[config.mk]
export PLATFORM = sky130hd
export DESIGN_NAME = weight_fetch_sequencer_flat
export DESIGN_NICKNAME = d
export VERILOG_FILES = /design/src/rtl/weight_fetch_sequencer_if.sv /design/src/rtl/weight_fetch_sequencer.sv /design/src/flat_wrapper.sv
export SDC_FILE = /design/constraint.sdc
export NUM_CORES = 1
export LEC_CHECK = 0
export BUFFER_PORTS_ARGS = -buffer_cell sky130_fd_sc_hd__buf_4
export CAP_MARGIN = 20
export CORE_ASPECT_RATIO = 1.25
export CORE_MARGIN = 8
export CORE_UTILIZATION = 52
export CTS_CLUSTER_SIZE = 30
export DETAILED_ROUTE_END_ITERATION = 8
export HOLD_SLACK_MARGIN = 0.08
export PLACE_DENSITY_LB_ADDON = 0.1
export SYNTH_ARGS = -nofsm -noshare
export SYNTH_HDL_FRONTEND = slang
export SYNTH_SLANG_ARGS = --single-unit
[constraint.sdc]
create_clock -name clk -period 3.8 [get_ports clk]
set_clock_uncertainty 0.15 [all_clocks]
set_input_delay 0.38 -clock clk [delete_from_list [all_inputs] [get_ports clk]]
set_output_delay 0.38 -clock clk [all_outputs]
set_load 0.05 [all_outputs]
[src/rtl/weight_fetch_sequencer_if.sv]
// Bundle of command, weight-buffer port-0 and row-stream
// signals used by weight_fetch_sequencer.
interface weight_fetch_sequencer_if #(
    parameter int MATRIX_WIDTH = 14,
    parameter int BYTE_WIDTH   = 8,
    parameter int ADDR_WIDTH   = 15
);
    localparam int DW = MATRIX_WIDTH * BYTE_WIDTH;

    logic                  cmd_valid;
    logic                  cmd_ready;
    logic [ADDR_WIDTH-1:0] cmd_base_addr;
    logic [ADDR_WIDTH:0]   cmd_rows;
    logic [ADDR_WIDTH-1:0] buf_address;
    logic                  buf_en;
    logic                  buf_enable;
    logic [DW-1:0]         buf_read_port;
    logic                  out_valid;
    logic                  out_ready;
    logic [DW-1:0]         out_data;
    logic                  out_last;
    logic                  busy;

    modport slave (
        input  cmd_valid, cmd_base_addr, cmd_rows,
        input  buf_read_port, out_ready,
        output cmd_ready, buf_address, buf_en,
        output buf_enable, out_valid, out_data,
        output out_last, busy
    );

    modport master (
        output cmd_valid, cmd_base_addr, cmd_rows,
        output buf_read_port, out_ready,
        input  cmd_ready, buf_address, buf_en,
        input  buf_enable, out_valid, out_data,
        input  out_last, busy
    );
endinterface

[src/rtl/weight_fetch_sequencer.sv]
// Issues sequential weight-buffer reads for a (base, rows)
// command and streams the returned rows through a credit FIFO.
module weight_fetch_sequencer #(
    parameter int MATRIX_WIDTH = 14,
    parameter int BYTE_WIDTH   = 8,
    parameter int ADDR_WIDTH   = 15,
    parameter int READ_LATENCY = 3,
    parameter int FIFO_DEPTH   = 4
) (
    input logic clk,
    input logic rst,
    weight_fetch_sequencer_if.slave bus
);
    localparam int DW = MATRIX_WIDTH * BYTE_WIDTH;
    localparam int PW = (FIFO_DEPTH > 1) ? $clog2(FIFO_DEPTH) : 1;
    localparam int CW = $clog2(FIFO_DEPTH + READ_LATENCY + 1) + 1;
    localparam logic [ADDR_WIDTH:0] ONE = 1;

    typedef enum logic [1:0] {IDLE, ISSUE, DRAIN} state_t;

    state_t state, state_nx;

    logic [ADDR_WIDTH-1:0]   base_q;
    logic [ADDR_WIDTH:0]     rows_q;
    logic [ADDR_WIDTH:0]     idx_q;
    logic [READ_LATENCY-1:0] vld_sr;
    logic [READ_LATENCY-1:0] last_sr;
    logic [DW-1:0]           mem [FIFO_DEPTH];
    logic [FIFO_DEPTH-1:0]   mem_last;
    logic [PW-1:0]           wr_ptr;
    logic [PW-1:0]           rd_ptr;
    logic [CW-1:0]           count;
    logic [CW-1:0]           inflight;
    logic [CW-1:0]           credit;

    logic accept;
    logic issue;
    logic last_issue;
    logic push;
    logic pop;
    logic empty;
    logic credit_ok;
    logic head_last;

    function automatic logic [PW-1:0] nxt(input logic [PW-1:0] p);
        return (p == PW'(FIFO_DEPTH - 1)) ? '0 : p + PW'(1);
    endfunction

    assign accept     = bus.cmd_valid && bus.cmd_ready;
    assign empty      = (count == '0);
    assign pop        = !empty && bus.out_ready;
    assign push       = vld_sr[READ_LATENCY-1];
    assign head_last  = mem_last[rd_ptr];
    assign last_issue = (idx_q == rows_q - ONE);

    always_comb begin
        inflight = '0;
        for (int i = 0; i < READ_LATENCY; i++)
            inflight = inflight + CW'(vld_sr[i]);
    end

    // Reads in flight are reserved FIFO slots; a pop frees one now.
    assign credit    = count + inflight - CW'(pop);
    assign credit_ok = credit < CW'(FIFO_DEPTH);

    always_ff @(posedge clk or negedge rst) begin
        if (!rst) state <= IDLE;
        else      state <= state_nx;
    end

    always_comb begin
        state_nx = state;
        unique case (state)
            IDLE:    if (accept && bus.cmd_rows != '0) state_nx = ISSUE;
            ISSUE:   if (issue && last_issue) state_nx = DRAIN;
            DRAIN:   if (pop && head_last) state_nx = IDLE;
            default: state_nx = IDLE;
        endcase
    end

    always_comb begin
        bus.cmd_ready = 1'b0;
        bus.busy      = 1'b0;
        issue         = 1'b0;
        unique case (state)
            IDLE:  bus.cmd_ready = rst;
            ISSUE: begin
                bus.busy = 1'b1;
                issue    = credit_ok;
            end
            DRAIN: bus.busy = 1'b1;
            default: ;
        endcase
    end

    assign bus.buf_en      = issue;
    assign bus.buf_address = issue ? base_q + idx_q[ADDR_WIDTH-1:0] : '0;
    assign bus.buf_enable  = rst;
    assign bus.out_valid   = !empty;
    assign bus.out_data    = empty ? '0 : mem[rd_ptr];
    assign bus.out_last    = !empty && head_last;

    always_ff @(posedge clk or negedge rst) begin
        if (!rst) begin
            base_q <= '0;
            rows_q <= '0;
            idx_q  <= '0;
        end else if (accept) begin
            base_q <= bus.cmd_base_addr;
            rows_q <= bus.cmd_rows;
            idx_q  <= '0;
        end else if (issue) begin
            idx_q <= idx_q + ONE;
        end
    end

    always_ff @(posedge clk or negedge rst) begin
        if (!rst) begin
            vld_sr  <= '0;
            last_sr <= '0;
        end else begin
            vld_sr[0]  <= issue;
            last_sr[0] <= issue && last_issue;
            for (int i = 1; i < READ_LATENCY; i++) begin
                vld_sr[i]  <= vld_sr[i-1];
                last_sr[i] <= last_sr[i-1];
            end
        end
    end

    always_ff @(posedge clk or negedge rst) begin
        if (!rst) begin
            wr_ptr   <= '0;
            rd_ptr   <= '0;
            count    <= '0;
            mem_last <= '0;
        end else begin
            if (push) begin
                mem_last[wr_ptr] <= last_sr[READ_LATENCY-1];
                wr_ptr           <= nxt(wr_ptr);
            end
            if (pop) rd_ptr <= nxt(rd_ptr);
            if (push && !pop)      count <= count + CW'(1);
            else if (pop && !push) count <= count - CW'(1);
        end
    end

    always_ff @(posedge clk) begin
        if (push) mem[wr_ptr] <= bus.buf_read_port;
    end

    a_no_overflow: assert property (
        @(posedge clk) disable iff (!rst)
        push && !pop |-> count < CW'(FIFO_DEPTH)
    );
endmodule
[src/flat_wrapper.sv]
// flat-port wrapper written by rule: the top's interface ports become plain ports
module weight_fetch_sequencer_flat 
#(
    parameter int MATRIX_WIDTH = 14,
    parameter int BYTE_WIDTH   = 8,
    parameter int ADDR_WIDTH   = 15,
    parameter int READ_LATENCY = 3,
    parameter int FIFO_DEPTH   = 4
)
  (clk, rst, bus_cmd_valid, bus_cmd_base_addr, bus_cmd_rows, bus_buf_read_port, bus_out_ready, bus_cmd_ready, bus_buf_address, bus_buf_en, bus_buf_enable, bus_out_valid, bus_out_data, bus_out_last, bus_busy);
  weight_fetch_sequencer_if #(.MATRIX_WIDTH(MATRIX_WIDTH), .BYTE_WIDTH(BYTE_WIDTH), .ADDR_WIDTH(ADDR_WIDTH)) bus_i ();
  input logic clk;
  input logic rst;
  input wire logic [$bits(bus_i.cmd_valid)-1:0] bus_cmd_valid;
  input wire logic [$bits(bus_i.cmd_base_addr)-1:0] bus_cmd_base_addr;
  input wire logic [$bits(bus_i.cmd_rows)-1:0] bus_cmd_rows;
  input wire logic [$bits(bus_i.buf_read_port)-1:0] bus_buf_read_port;
  input wire logic [$bits(bus_i.out_ready)-1:0] bus_out_ready;
  output wire logic [$bits(bus_i.cmd_ready)-1:0] bus_cmd_ready;
  output wire logic [$bits(bus_i.buf_address)-1:0] bus_buf_address;
  output wire logic [$bits(bus_i.buf_en)-1:0] bus_buf_en;
  output wire logic [$bits(bus_i.buf_enable)-1:0] bus_buf_enable;
  output wire logic [$bits(bus_i.out_valid)-1:0] bus_out_valid;
  output wire logic [$bits(bus_i.out_data)-1:0] bus_out_data;
  output wire logic [$bits(bus_i.out_last)-1:0] bus_out_last;
  output wire logic [$bits(bus_i.busy)-1:0] bus_busy;
  assign bus_i.cmd_valid = bus_cmd_valid;
  assign bus_i.cmd_base_addr = bus_cmd_base_addr;
  assign bus_i.cmd_rows = bus_cmd_rows;
  assign bus_i.buf_read_port = bus_buf_read_port;
  assign bus_i.out_ready = bus_out_ready;
  assign bus_cmd_ready = bus_i.cmd_ready;
  assign bus_buf_address = bus_i.buf_address;
  assign bus_buf_en = bus_i.buf_en;
  assign bus_buf_enable = bus_i.buf_enable;
  assign bus_out_valid = bus_i.out_valid;
  assign bus_out_data = bus_i.out_data;
  assign bus_out_last = bus_i.out_last;
  assign bus_busy = bus_i.busy;
  weight_fetch_sequencer #(.MATRIX_WIDTH(MATRIX_WIDTH), .BYTE_WIDTH(BYTE_WIDTH), .ADDR_WIDTH(ADDR_WIDTH), .READ_LATENCY(READ_LATENCY), .FIFO_DEPTH(FIFO_DEPTH)) u_core (.clk(clk), .rst(rst), .bus(bus_i));
endmodule
# Word level (Yosys, flattened, before mapping)
# Memories as Yosys holds them, arrays and structs flattened.
# Cells that the tools add are included.
# word_totals
output_inout_bits	133
mem_bits_rw	448
memories	1
wordCells	75
reg_bits	67
inputBits	147
# op_classes
n_eq_ne	8
reduce_logical	19
addsub	11
order_cmp	4
mux	22
# mem_list
memory	words	word_bits	rd	rd_clocked_by_memory_dff	wr	line	source
u_core.mem	4	112	1	0	1	weight_fetch_sequencer.sv:28	logic [DW-1:0] mem [FIFO_DEPTH];
# op_table
operator	count
$mux W112	1
$mux W16	2
$add A16 B1 Y16 const B	1
$eq A16 B16 Y1	1
$reduce_bool A16 Y1	1
$sub A16 B1 Y16 const B	1
$add A15 B15 Y15	1
$mux W15	1
$mux W2	5
$logic_and A1 B1 Y1	9
$mux W4	2
$mux W1	7
$eq A2 B2 Y1 const B	3
$lt A2 B3 Y1 const B	2
$ne A2 B1 Y1 const B	3
$pmux W2 S3	1
$add A2 B1 Y2 const B	2
$add A4 B1 Y4	1
$add A4 B1 Y4 const B	1
$add A4 B4 Y4	1
$bwmux W4	1
$logic_not A4 Y1	1
$lt A4 B3 Y1 const B	1
$reduce_bool A2 Y1	2
11 further kinds	13

# Logic depth before layout (Yosys ltp)
# logic_depth
ltp_word	9
ltp_mapped	16
ltp_nobuf	16

# Worst setup path before layout
# Ideal clock, no wire load.
# synth_path
path_type	reg2out
from	reg u_core.count[2]
to	out bus_buf_address[11]
path_stages_with_launch	16
path_slack_ns	-0.477
required_time_ns	3.270
arrival_time_ns	3.747
path_buffers	2
path_cell_list	dfrtp_1 -> inv_1 -> ha_1 -> nand3_1 -> nand2_1 -> inv_1 -> ha_1 -> inv_1 -> ha_1 -> a21o_1 -> a21oi_1 -> mux2i_1 -> nand2b_1 -> clkbuf_1 -> buf_1 -> nor3b_1
# synth_via
elab_chain_cells	7
# synth_rtl
element	line	source
from (decl)	weight_fetch_sequencer.sv:32	logic [CW-1:0] count;
from (signal assigned)	weight_fetch_sequencer.sv:143	if (push && !pop) count <= count + CW'(1);
from (signal assigned)	weight_fetch_sequencer.sv:144	else if (pop && !push) count <= count - CW'(1);
$logic_not A4 Y1	weight_fetch_sequencer.sv:50	assign empty = (count == '0);
$logic_not A1 Y1	weight_fetch_sequencer.sv:51	assign pop = !empty && bus.out_ready;
$logic_and A1 B1 Y1	weight_fetch_sequencer.sv:51	
named net u_core.pop	weight_fetch_sequencer.sv:40	logic pop;
$sub A4 B1 Y4	weight_fetch_sequencer.sv:63	assign credit = count + inflight - CW'(pop);
$lt A4 B3 Y1	weight_fetch_sequencer.sv:64	assign credit_ok = credit < CW'(FIFO_DEPTH);
$mux W1	weight_fetch_sequencer.sv:85	unique case (state)
$mux W15	weight_fetch_sequencer.sv:97	assign bus.buf_address = issue ? base_q + idx_q[ADDR_WIDTH-1:0] : '0;
to (decl)	flat_wrapper.sv:20	output wire logic [$bits(bus_i.buf_address)-1:0] bus_buf_address;
# The timed path passes the listed nets, and every way through them passes these cells.

# Worst setup path in the final report
# Ends and elaborated chain as after synthesis.

==> impl_metrics.py <==
metrics = {
    "synthesis": {
        "synth-adder-area-share_pct": 2.197,
        "syn-num-nets": 1331,
        "synth_flop_cell": "edfxtp_1",
        "synth_edf_count": 448,
        "netlist_area_mm2": 0.02118,
        "synth_xor_xnor_area_share_pct": 1.943,
        "synth_compound_area_share_pct": 1.819,
        "async_flop_share_pct": 13.01,
        "synth_top_family_by_area": "multiplexers",
        "synth-seq-area-share_pct": 71.42,
        "synth_cells": 1148,
        "synthMuxAreaShare_pct": 14.02,
        "yosys_warnings": 0,
        "synth_cell_types": 59,
        "avgSynthCellArea_um2": 18.45,
        "ys_ff_latch": 515,
        "synthSimpleGateAreaFrac_pct": 7.176,
    },
    "status": {
        "run_status": "finished clean",
    },
    "cells_and_area": {
        "syn_to_final_growth_pct": 30.48,
        "n_antenna_cell": 0,
        "layout_commonest_cell": "edfxtp_1",
        "final_area_mm2": 0.02764,
        "nets": 1803,
        "mostFrequentLayoutCells": "448 x edfxtp_1, 294 x buf_4, 146 x dlygate4sd3_1, 114 x and2_1, 113 x mux4_2",
        "drive_gt1_share_pct": 35.74,
    },
    "floorplan": {
        "die_h_um": 241.7,
        "rows": 82,
        "io_pins": 280,
        "start_util_pct": 52.81,
        "coreArea_mm2": 0.04012,
        "die_w_um": 196.5,
        "dieArea_mm2": 0.04749,
    },
    "clock_network": {
        "htreeDepth": 2,
        "cts_sinks": 515,
        "clk_path_buf_depth": 3,
        "cts_root_buf": "clkbuf_16",
        "clk_latency_ns": 0.56,
        "cts_tree": "yes",
        "clkSlewWorstSetupHoldPaths_ns": 0.06,
        "cts_made_buffers": 50,
    },
    "critical_path": {
        "crit-reg2reg-launch": "u_core.count[2]",
        "end_kind": "output pin",
        "rrSetupSlack_ns": 0.51,
        "critical_path_class": "reg -> out",
        "r2r_cells": 18,
        "arrival_ns": 3.23,
        "path_max_fanout": 6,
        "r2r-end": "u_core.idx_q[13]",
        "worstPathRequired_ns": 3.27,
        "crit_path_start_kind": "flip-flop",
    },
    "worst_hold_path": {
        "hp-start": "u_core.last_sr[1]",
        "hold_path_class": "reg -> reg",
        "hold_end": "u_core.last_sr[2]",
        "hold_path_depth": 0,
    },
    "sta": {
        "setup_violations": 0,
        "fmax_mhz": 265.7,
        "drv_slew": 0,
        "finalCriticalPeriod_ns": 3.763,
        "rsz0062_at_grt": "yes",
        "hold_violations": 0,
        "tns_ns": 0,
        "relSlewSlack_pct": 42.35,
        "tightestPinTransition_ns": 0.8648,
        "period_share_pct": 99.04,
    },
    "route": {
        "vias": 11892,
        "drt-met1-wl_um": 18770,
        "highest_layer": "met5",
        "wl_per_cell_um": 21.44,
        "firstDrtPassIters": 5,
        "drt_iter0_drc": 522,
        "route.detailed.drc": 0,
        "dr_wl_met3_um": 2537,
        "drt_wl_total_um": 47280,
        "antenna_left": 0,
        "viasPerCell": 5.393,
        "route.met2.wl_um": 24850,
    },
    "power": {
        "peakVddDrop_mv": 0.6744,
        "p_leak_nw": 10.03,
        "p_per_area_mw_per_mm2": 819.5,
    },
    "global_route": {
        "track_usage_pct": 19.90,
        "antenna_found_initial": 2,
        "grt-ovfl-total": 0,
        "grt_max_degree": 68,
        "grt_pass1_wl_um": 73770,
        "grt_pass1_vias": 12969,
    },
    "place": {
        "place_area_mm2": 0.02419,
        "hpwl_um": 29270,
        "port_buffers": 279,
        "routabilityCongestion": 0.7971,
    },
    "run": {
        "drv_cap": 0,
    },
}
timing repair:
action,4_1_cts,5_1_grt
hold buffers,146,0
hold endpoints to repair,547,0
endpoints found under the setup margin,16,15
buffers inserted,8,7
pin swaps,5,13
gates resized for setup,26,31
logic make-up after synthesis:
| group | after synthesis |
|---|---|
| AOI/OAI and AO/OA | 60 |
| muxes | 151 |
| DFF | 515 |
| buffers and inverters | 78 |
| adders and majority gates | 36 |
| and+or+nand+nor | 261 |
| xor gates and xnor gates | 47 |
layer usage:
| layer | vias to the layer above | track usage [%] |
|---|---|---|
| li1 | 5437 | - |
| met1 | 6096 | 23.96 |
| met2 | 279 | 35.55 |
| met3 | 76 | 4.280 |
| met4 | 4 | 5.537 |
| met5 | - | 0 |
critical path, cell delays in order (launching register included):
cell      delay [ns]
dfrtp_1         0.38
inv_2           0.08
ha_4            0.14
nand3_4         0.08
nand2_4         0.08
inv_4           0.03
ha_4            0.24
inv_2           0.04
ha_4            0.23
a21o_1          0.18
a21oi_2         0.16
mux2i_2         0.32
nand2b_4        0.19
buf_12          0.14
buf_8           0.14
nor3b_2         0.06
buf_6           0.15
flip-flops by register name (all words and copies together), names as in the netlist:
register and flops:
u_core.mem 448, u_core.mem_last 4, u_core.last_sr 3, u_core.idx_q 16
u_core.state 2, u_core.rd_ptr 2, u_core.rows_q 16, u_core.base_q 15
u_core.wr_ptr 2, u_core.vld_sr 3, u_core.count 4
cells in the mapped netlist (3+ instances only):
library cell | instances | area share (%)
mux4_2 | 113 | 12
buf_2 | 5 | 0.12
clkbuf_1 | 28 | 0.50
a21o_1 | 5 | 0.18
a31oi_1 | 3 | 0.089
dfrtp_1 | 67 | 7.9
nor4_1 | 7 | 0.21
o31ai_1 | 3 | 0.11
xnor2_1 | 28 | 1.2
and3_1 | 9 | 0.27
nand4_1 | 9 | 0.27
or4_1 | 4 | 0.14
a21oi_1 | 20 | 0.47
xor2_1 | 19 | 0.79
inv_1 | 28 | 0.50
edfxtp_1 | 448 | 64
o21ai_0 | 11 | 0.26
nor2_1 | 43 | 0.76
or2_2 | 3 | 0.089
mux2_2 | 35 | 1.9
buf_1 | 15 | 0.27
nand3_1 | 10 | 0.24
nor2b_1 | 5 | 0.15
and2_1 | 120 | 3.5
nor3_1 | 14 | 0.33
nand2_1 | 18 | 0.32
mux2i_1 | 3 | 0.14
ha_1 | 34 | 2.0
layout make-up:
| type | instances | area, um^2 |
|---|---|---|
| sequential | 515 | 15140 |
| fill | 2648 | 12470 |
| multi-input combinational | 555 | 5913 |
| timing repair buffer | 469 | 4120 |
| clock buffer | 59 | 1295 |
| tap | 546 | 683.2 |
| clock inverter | 32 | 365.4 |
| inverter | 29 | 123.9 |
worst max-delay path by stage:
| stage | slack, ns | cells past startpoint | start | end |
|---|---|---|---|---|
| after floorplan | -0.03 | 15 | u_core.count[2] | bus_buf_address[12] |
| after global placement | 0.1 | 16 | u_core.count[2] | bus_buf_address[0] |
| after detailed placement | 0.03 | 16 | u_core.count[2] | bus_buf_address[1] |
| after CTS | 0.009 | 16 | u_core.count[2] | bus_buf_address[9] |
| after global routing | -0.08 | 16 | u_core.count[2] | bus_buf_address[9] |
| final | 0.04 | 16 | u_core.count[2] | bus_buf_address[11] |
where the power goes:
group / leakage [nW] / switching [W] / internal [W]
combinational: 4.35 / 0.00625 / 0.00407
clock: 0.800 / 0.00207 / 0.00292
sequential: 4.89 / 0.000531 / 0.00681
total: 10.0 / 0.00885 / 0.0138
metrics by stage:
step / hold slack (ns) / util, % / power [W] / instances / worst slack, ns
finish: 0.2199 / 68.90 / 0.02265 / 2205 / 0.03660
floorplan: -0.06559 / - / 0.01421 / 1148 / -0.02767
global route: 0.2239 / 68.90 / 0.02367 / 2205 / -0.08153
CTS: 0.2186 / 68.47 / 0.02275 / 2198 / 0.008838
global placement: 0.1005 / 60.29 / 0.01727 / 1953 / 0.09533
detailed placement: 0.09845 / 60.29 / 0.01732 / 1953 / 0.02634
(Power assumes the default switching activity.)
